**config.mk**
```make
export PLATFORM = sky130hd
export DESIGN_NAME = move_repeat_ctrl
export DESIGN_NICKNAME = d
export VERILOG_FILES = /design/src/rtl/move_repeat_ctrl.sv
export SDC_FILE = /design/constraint.sdc
export NUM_CORES = 1
export LEC_CHECK = 0
export ABC_CLOCK_PERIOD_IN_PS = 1890
export CAP_MARGIN = 25
export CELL_PAD_IN_SITES_DETAIL_PLACEMENT = 1
export CELL_PAD_IN_SITES_GLOBAL_PLACEMENT = 2
export CORE_MARGIN = 4
export CORE_UTILIZATION = 29
export CTS_CLUSTER_SIZE = 24
export DETAILED_ROUTE_END_ITERATION = 16
export HOLD_SLACK_MARGIN = 0.06
export PLACE_DENSITY_LB_ADDON = 0.1
export SLEW_MARGIN = 5
export SYNTH_ARGS = -nofsm -noshare
export SYNTH_HDL_FRONTEND = slang
export SYNTH_SLANG_ARGS = --single-unit
```
**constraint.sdc**
```tcl
create_clock -name clk -period 1.89 [get_ports clk]
set_input_delay 0.378 -clock clk [delete_from_list [all_inputs] [get_ports clk]]
set_output_delay 0.378 -clock clk [all_outputs]
set_load 0.01 [all_outputs]
```
**src/rtl/move_repeat_ctrl.sv**
```systemverilog
// Direction-button front end for the maze core: one move per timer period,
// with keyboard-style auto-repeat and capture of short taps while waiting.
module move_repeat_ctrl #(
  parameter logic [7:0] FIRST_MS    = 8'd250,
  parameter logic [7:0] REPEAT_MS   = 8'd80,
  parameter logic [7:0] FAST_MS     = 8'd40,
  parameter logic [3:0] ACCEL_AFTER = 4'd4
) (
  input  logic       clk,
  input  logic       rst,
  input  logic [3:0] btn,
  input  logic       move_ready,
  output logic       move_valid,
  output logic [1:0] move_dir,
  output logic       delay_set,
  output logic [7:0] delay_ms,
  input  logic       delay_expired,
  output logic       busy
);

  typedef enum logic [1:0] {IDLE, EMIT, ARM, WAIT} state_t;

  state_t     r_state, w_state_nxt;
  logic [3:0] r_btn_q, r_pending, w_pending_nxt;
  logic [3:0] r_rep_cnt, w_rep_cnt_nxt, w_rep_inc;
  logic [1:0] r_last_dir, w_last_dir_nxt;
  logic [1:0] r_move_dir, w_move_dir_nxt;
  logic       r_move_valid, w_move_valid_nxt;
  logic       r_delay_set, w_delay_set_nxt;
  logic [7:0] r_delay_ms, w_delay_ms_nxt, w_period;
  logic       r_first, w_first_nxt;
  logic [3:0] w_rise, w_cand, w_sel_mask;
  logic [1:0] w_sel;
  logic       w_repeat, w_take;

  assign w_rise = btn & ~r_btn_q;
  assign w_cand = btn | r_pending;

  always_comb begin
    w_sel = 2'd3;
    if (w_cand[0])      w_sel = 2'd0;
    else if (w_cand[1]) w_sel = 2'd1;
    else if (w_cand[2]) w_sel = 2'd2;
  end

  assign w_sel_mask = 4'b0001 << w_sel;
  // A press out of IDLE is always a first move: nothing was held across it.
  assign w_repeat   = (r_state == WAIT) && (w_sel == r_last_dir) &&
                      btn[w_sel] && !r_pending[w_sel];
  assign w_rep_inc  = (r_rep_cnt == 4'hF) ? r_rep_cnt : r_rep_cnt + 4'd1;
  assign w_period   = r_first ? FIRST_MS :
                      (r_rep_cnt >= ACCEL_AFTER) ? FAST_MS : REPEAT_MS;

  always_comb begin
    w_state_nxt      = r_state;
    w_pending_nxt    = r_pending | w_rise;
    w_rep_cnt_nxt    = r_rep_cnt;
    w_last_dir_nxt   = r_last_dir;
    w_move_dir_nxt   = r_move_dir;
    w_move_valid_nxt = r_move_valid;
    w_delay_set_nxt  = 1'b0;
    w_delay_ms_nxt   = r_delay_ms;
    w_first_nxt      = r_first;
    w_take           = 1'b0;
    case (r_state)
      IDLE: w_take = (w_cand != 4'd0);
      EMIT: begin
        if (r_move_valid && move_ready) begin
          w_move_valid_nxt = 1'b0;
          w_delay_set_nxt  = 1'b1;
          w_delay_ms_nxt   = w_period;
          w_state_nxt      = ARM;
        end
      end
      ARM:  w_state_nxt = WAIT;
      WAIT: begin
        if (delay_expired) begin
          if (w_cand != 4'd0) w_take = 1'b1;
          else                w_state_nxt = IDLE;
        end
      end
      default: w_state_nxt = IDLE;
    endcase
    if (w_take) begin
      // Rises of other buttons in this same cycle stay pending for later.
      w_pending_nxt    = (r_pending | w_rise) & ~w_sel_mask;
      w_move_dir_nxt   = w_sel;
      w_last_dir_nxt   = w_sel;
      w_move_valid_nxt = 1'b1;
      w_state_nxt      = EMIT;
      w_rep_cnt_nxt    = w_repeat ? w_rep_inc : 4'd0;
      w_first_nxt      = !w_repeat;
    end
  end

  always_ff @(posedge clk) begin
    if (rst) begin
      r_state      <= IDLE;
      r_btn_q      <= 4'd0;
      r_pending    <= 4'd0;
      r_rep_cnt    <= 4'd0;
      r_last_dir   <= 2'd0;
      r_move_dir   <= 2'd0;
      r_move_valid <= 1'b0;
      r_delay_set  <= 1'b0;
      r_delay_ms   <= 8'd0;
      r_first      <= 1'b0;
    end else begin
      r_state      <= w_state_nxt;
      r_btn_q      <= btn;
      r_pending    <= w_pending_nxt;
      r_rep_cnt    <= w_rep_cnt_nxt;
      r_last_dir   <= w_last_dir_nxt;
      r_move_dir   <= w_move_dir_nxt;
      r_move_valid <= w_move_valid_nxt;
      r_delay_set  <= w_delay_set_nxt;
      r_delay_ms   <= w_delay_ms_nxt;
      r_first      <= w_first_nxt;
    end
  end

  assign move_valid = r_move_valid;
  assign move_dir   = r_move_dir;
  assign delay_set  = r_delay_set;
  assign delay_ms   = r_delay_ms;
  assign busy       = (r_state != IDLE);

endmodule

```
==> metrics.txt <==
RSZ-0062 raised after global routing=no; share of the synthesized area in the top cell type=40.32%; Syn. warnings=0; TritonCTS buffer count=3; Clock Latency Late Sink=0.25 ns; Simple-Gate Fraction of Synth Area=roughly 22%; minimum clock period after layout=between 1.5 and 2 ns; ys flop type=dfxtp_1; DRC errors left=0; Critical R2R Launch=r_state[0]; most frequent CP cell=buf_4; CTS Sinks=22; Placed Instances=208; fraction of layout instances using a drive strength above 1=approximately 20%; slowest CP cell=clkdlybuf4s50_1; WHS=0.4735 ns; Hold Violations, Final=0; Net Switching=slightly below 700 uW; antenna viol nets, final=0; depth of the worst register-to-register path=6; first-pass GRT wire length=around 4.5 mm; Reg2Reg Setup Slack=0.10 ns; crit path from=btn[2]; GR Overflow Total=0; Synth async-reset ratio=0%; setup violators final=0; Initial DRC Count=26; CTS root buffer=clkbuf_8; CP Buf/Inv Count=3; post-DR wirelength/cell=12.64 um; final WL=about 2.7 mm; final design utilization=about two fifths; Critical Path Max Stage Delay=0.48 ns; mux cell area share after synthesis=2.749%; adder-cell share of the synthesized area=under 10%; sw frac=around 36%; crit path launch type=input pin; Die Wd=~70 um; post-route clock period utilization=a little under 100%; synthesized instance count=~130; core footprint=around 3700 sq um; initial antenna violation count=0; number of port buffers=18; dpl hpwl=around 2.2 mm; post-synthesis cell type count=35; Cell Pwr Density=1212 nW/um^2; LEAKAGE=around 0.00065 uW; Finished Cell Area=approximately 1500 sq um; Placer Congestion=0.8179; CP Depth=8; largest net degree at the start of global routing=13; Synth Register Bits=22; DRT Pass-1 Iters=4; die area=4812 sq um; Setup Crit Path Kind=input pin to register; Placement Cell Area=about 1400 sq um; R2R Path End=r_rep_cnt[3]; vias in the first global route=between 1000 and 1500; Hold Crit Class=register to register; clk buf depth=2; diode count=0; Vias=1000; Reg power frac=between 30 and 40%; worst setup path endpoint=r_rep_cnt[3]; Max IR drop VDD=around 0.38 mV; Mapped Area=approximately 1100 sq um; Synth area leader=dfxtp_1; number of synthesized flops with an enable pin=0; worst path cell trace=clkdlybuf4s50_1 -> nor2_1 -> buf_4 -> o31ai_1 -> buf_4 -> xnor2_2 -> a31oi_2 -> o32ai_1; MaxCap Viol Count=0; # IOs=21; Initial Util=approximately 30%; CP max FO=3; gr usage total=11.20%; CTS tree=yes; mean post-synth cell area=~8.5 sq um; sequential area share after synthesis=40.32%; largest family of logic cells by synthesized area=simple AND/OR/NAND/NOR gates; P&R area growth vs syn=40.44%; Pint=about 1200 uW; Die Span Y=about 70 um; Reg clk slew, reported paths=around 0.08 ns; Clock H-tree levels=1; setup_tns=0 ns; Combinational Power Share=52.1%; Largest delay share family, worst path=buffers and inverters; Synth Area in XOR/XNOR=less than 1%; vias per cell=around 4.7; Slew Limit Fails=0; Synth area leaders=dfxtp_1 (40%), ha_1 (6.9%), a21oi_1 (6.0%), nor2_1 (4.8%), inv_1 (3.8%); fin nets=around 180; Post-Layout Cell Count=~210; Max Clock Skew=approximately 0.0052 ns; run status=completed; Critical Path RT=~2.1 ns; WP data arrival=approximately 2.0 ns; Setup crit end kind=register; num rows=22; FMAX=0.5385 GHz; Clock Power Share=between 10% and 20%; Synth Area in Compound Gates=a little under a fifth
metrics by stage:
| step | power, uW | worst slack (ns) |
|---|---|---|
| 6_report | 1859 | 0.03310 |
| 4_1_cts | 1898 | 0.02630 |
| 3_3_place_gp | 1514 | -0.6598 |
| 2_1_floorplan | 1115 | 0.2685 |
| 3_5_place_dp | 1528 | -0.7788 |
| 5_1_grt | 2030 | 0.0006981 |
placed cells by master, fill, tap and decap left out, types with 2 or more instances in the layout:
cell type        netlist  routed
buf_4                  5      23
dfxtp_1               22      22
clkdlybuf4s50_1        0      15
nor2_1                14      14
a21oi_1               13      12
inv_1                 11      11
nand2_1                6       6
nor2b_1                6       6
ha_1                   6       6
nor3_1                 6       5
or3_1                  4       4
mux2i_1                3       3
o32ai_1                3       3
o21ai_0                3       3
clkbuf_8               0       3
and3_1                 2       2
nand3_1                3       2
o211ai_1               2       2
conb_1                 1       2
dlygate4sd2_1          0       2
what timing repair did:
action	4_1_cts	5_1_grt
buffers inserted	2	0
hold endpoints to repair	0	0
resized for setup	7	2
hold buffers	0	0
pin swaps	4	0
setup endpoints to repair	12	2
per-layer routing:
metal	track usage [%]	wire, um	vias up
li1	-	-	513
met1	13.56	1201	462
met2	18.86	1314	21
met3	2.174	119	4
met4	5.423	57	0
met5	0	0	-
how the worst min path moves through the flow:
| stage | startpoint | to | slack [ns] | depth (start not counted) |
|---|---|---|---|---|
| final | delay_ms[1] | delay_ms[1] | 0.47 | 2 |
| after global routing | delay_ms[1] | delay_ms[1] | 0.52 | 2 |
| after CTS | delay_ms[1] | delay_ms[1] | 0.48 | 2 |
| after detailed placement | delay_ms[1] | delay_ms[1] | 0.46 | 2 |
| after global placement | delay_ms[1] | delay_ms[1] | 0.46 | 2 |
| after floorplan | r_first | delay_ms[1] | 0.46 | 2 |
logic make-up (layout without fill, tap and decap cells):
group / count (synthesis) / in the layout
other: 1 / 2
muxes: 3 / 3
DFF: 22 / 22
and+or+nand+nor: 46 / 46
adders and majority gates: 6 / 6
AOI/OAI and AO/OA: 30 / 30
xor gates and xnor gates: 1 / 1
buffers and inverters: 19 / 55
Yosys cell counts, types with 2 or more instances:
cell type and count:
nor2_1 14, nand2_1 6, o21ai_0 3, or3_1 4
o32ai_1 3, nor2b_1 6, inv_1 11, dfxtp_1 22
mux2i_1 3, a21oi_1 13, o211ai_1 2, nor3_1 6
buf_4 5, and3_1 2, nand3_1 3, ha_1 6
worst register-to-register path, delay by kind of cell (launching register included):
family | cells | cell delay (ns)
and+or+nand+nor | 1 | 0.41
DFF | 1 | 0.34
buffers and inverters | 2 | 0.23
adders and majority gates | 1 | 0.35
AOI/OAI and AO/OA | 2 | 0.35
registers in the layout, indices dropped and copies added, names as in the netlist:
name and count:
move_dir 2, move_valid 1, r_rep_cnt 4, r_first 1, r_btn_q 4, delay_ms 3, r_pending 4, delay_set 1
r_state 2
layout make-up:
| type | count | area [sq um] |
|---|---|---|
| fillers | 449 | 2127 |
| multi-input cells | 88 | 598.1 |
| flip-flops and latches | 22 | 440.4 |
| repair buffers | 41 | 352.8 |
| well taps | 48 | 60.06 |
| clock buffers | 3 | 41.29 |
| inverters | 11 | 41.29 |
power groups by stage:
| stage | logic (uW) | clock network [uW] | registers [uW] |
|---|---|---|---|
| 2_1_floorplan | 481 | 0 | 634 |
| 3_3_place_gp | 897 | 0 | 617 |
| 3_5_place_dp | 906 | 0 | 622 |
| 4_1_cts | 985 | 303 | 611 |
| 5_1_grt | 1090 | 322 | 622 |
| 6_report | 969 | 280 | 610 |
(Power assumes the default switching activity.)
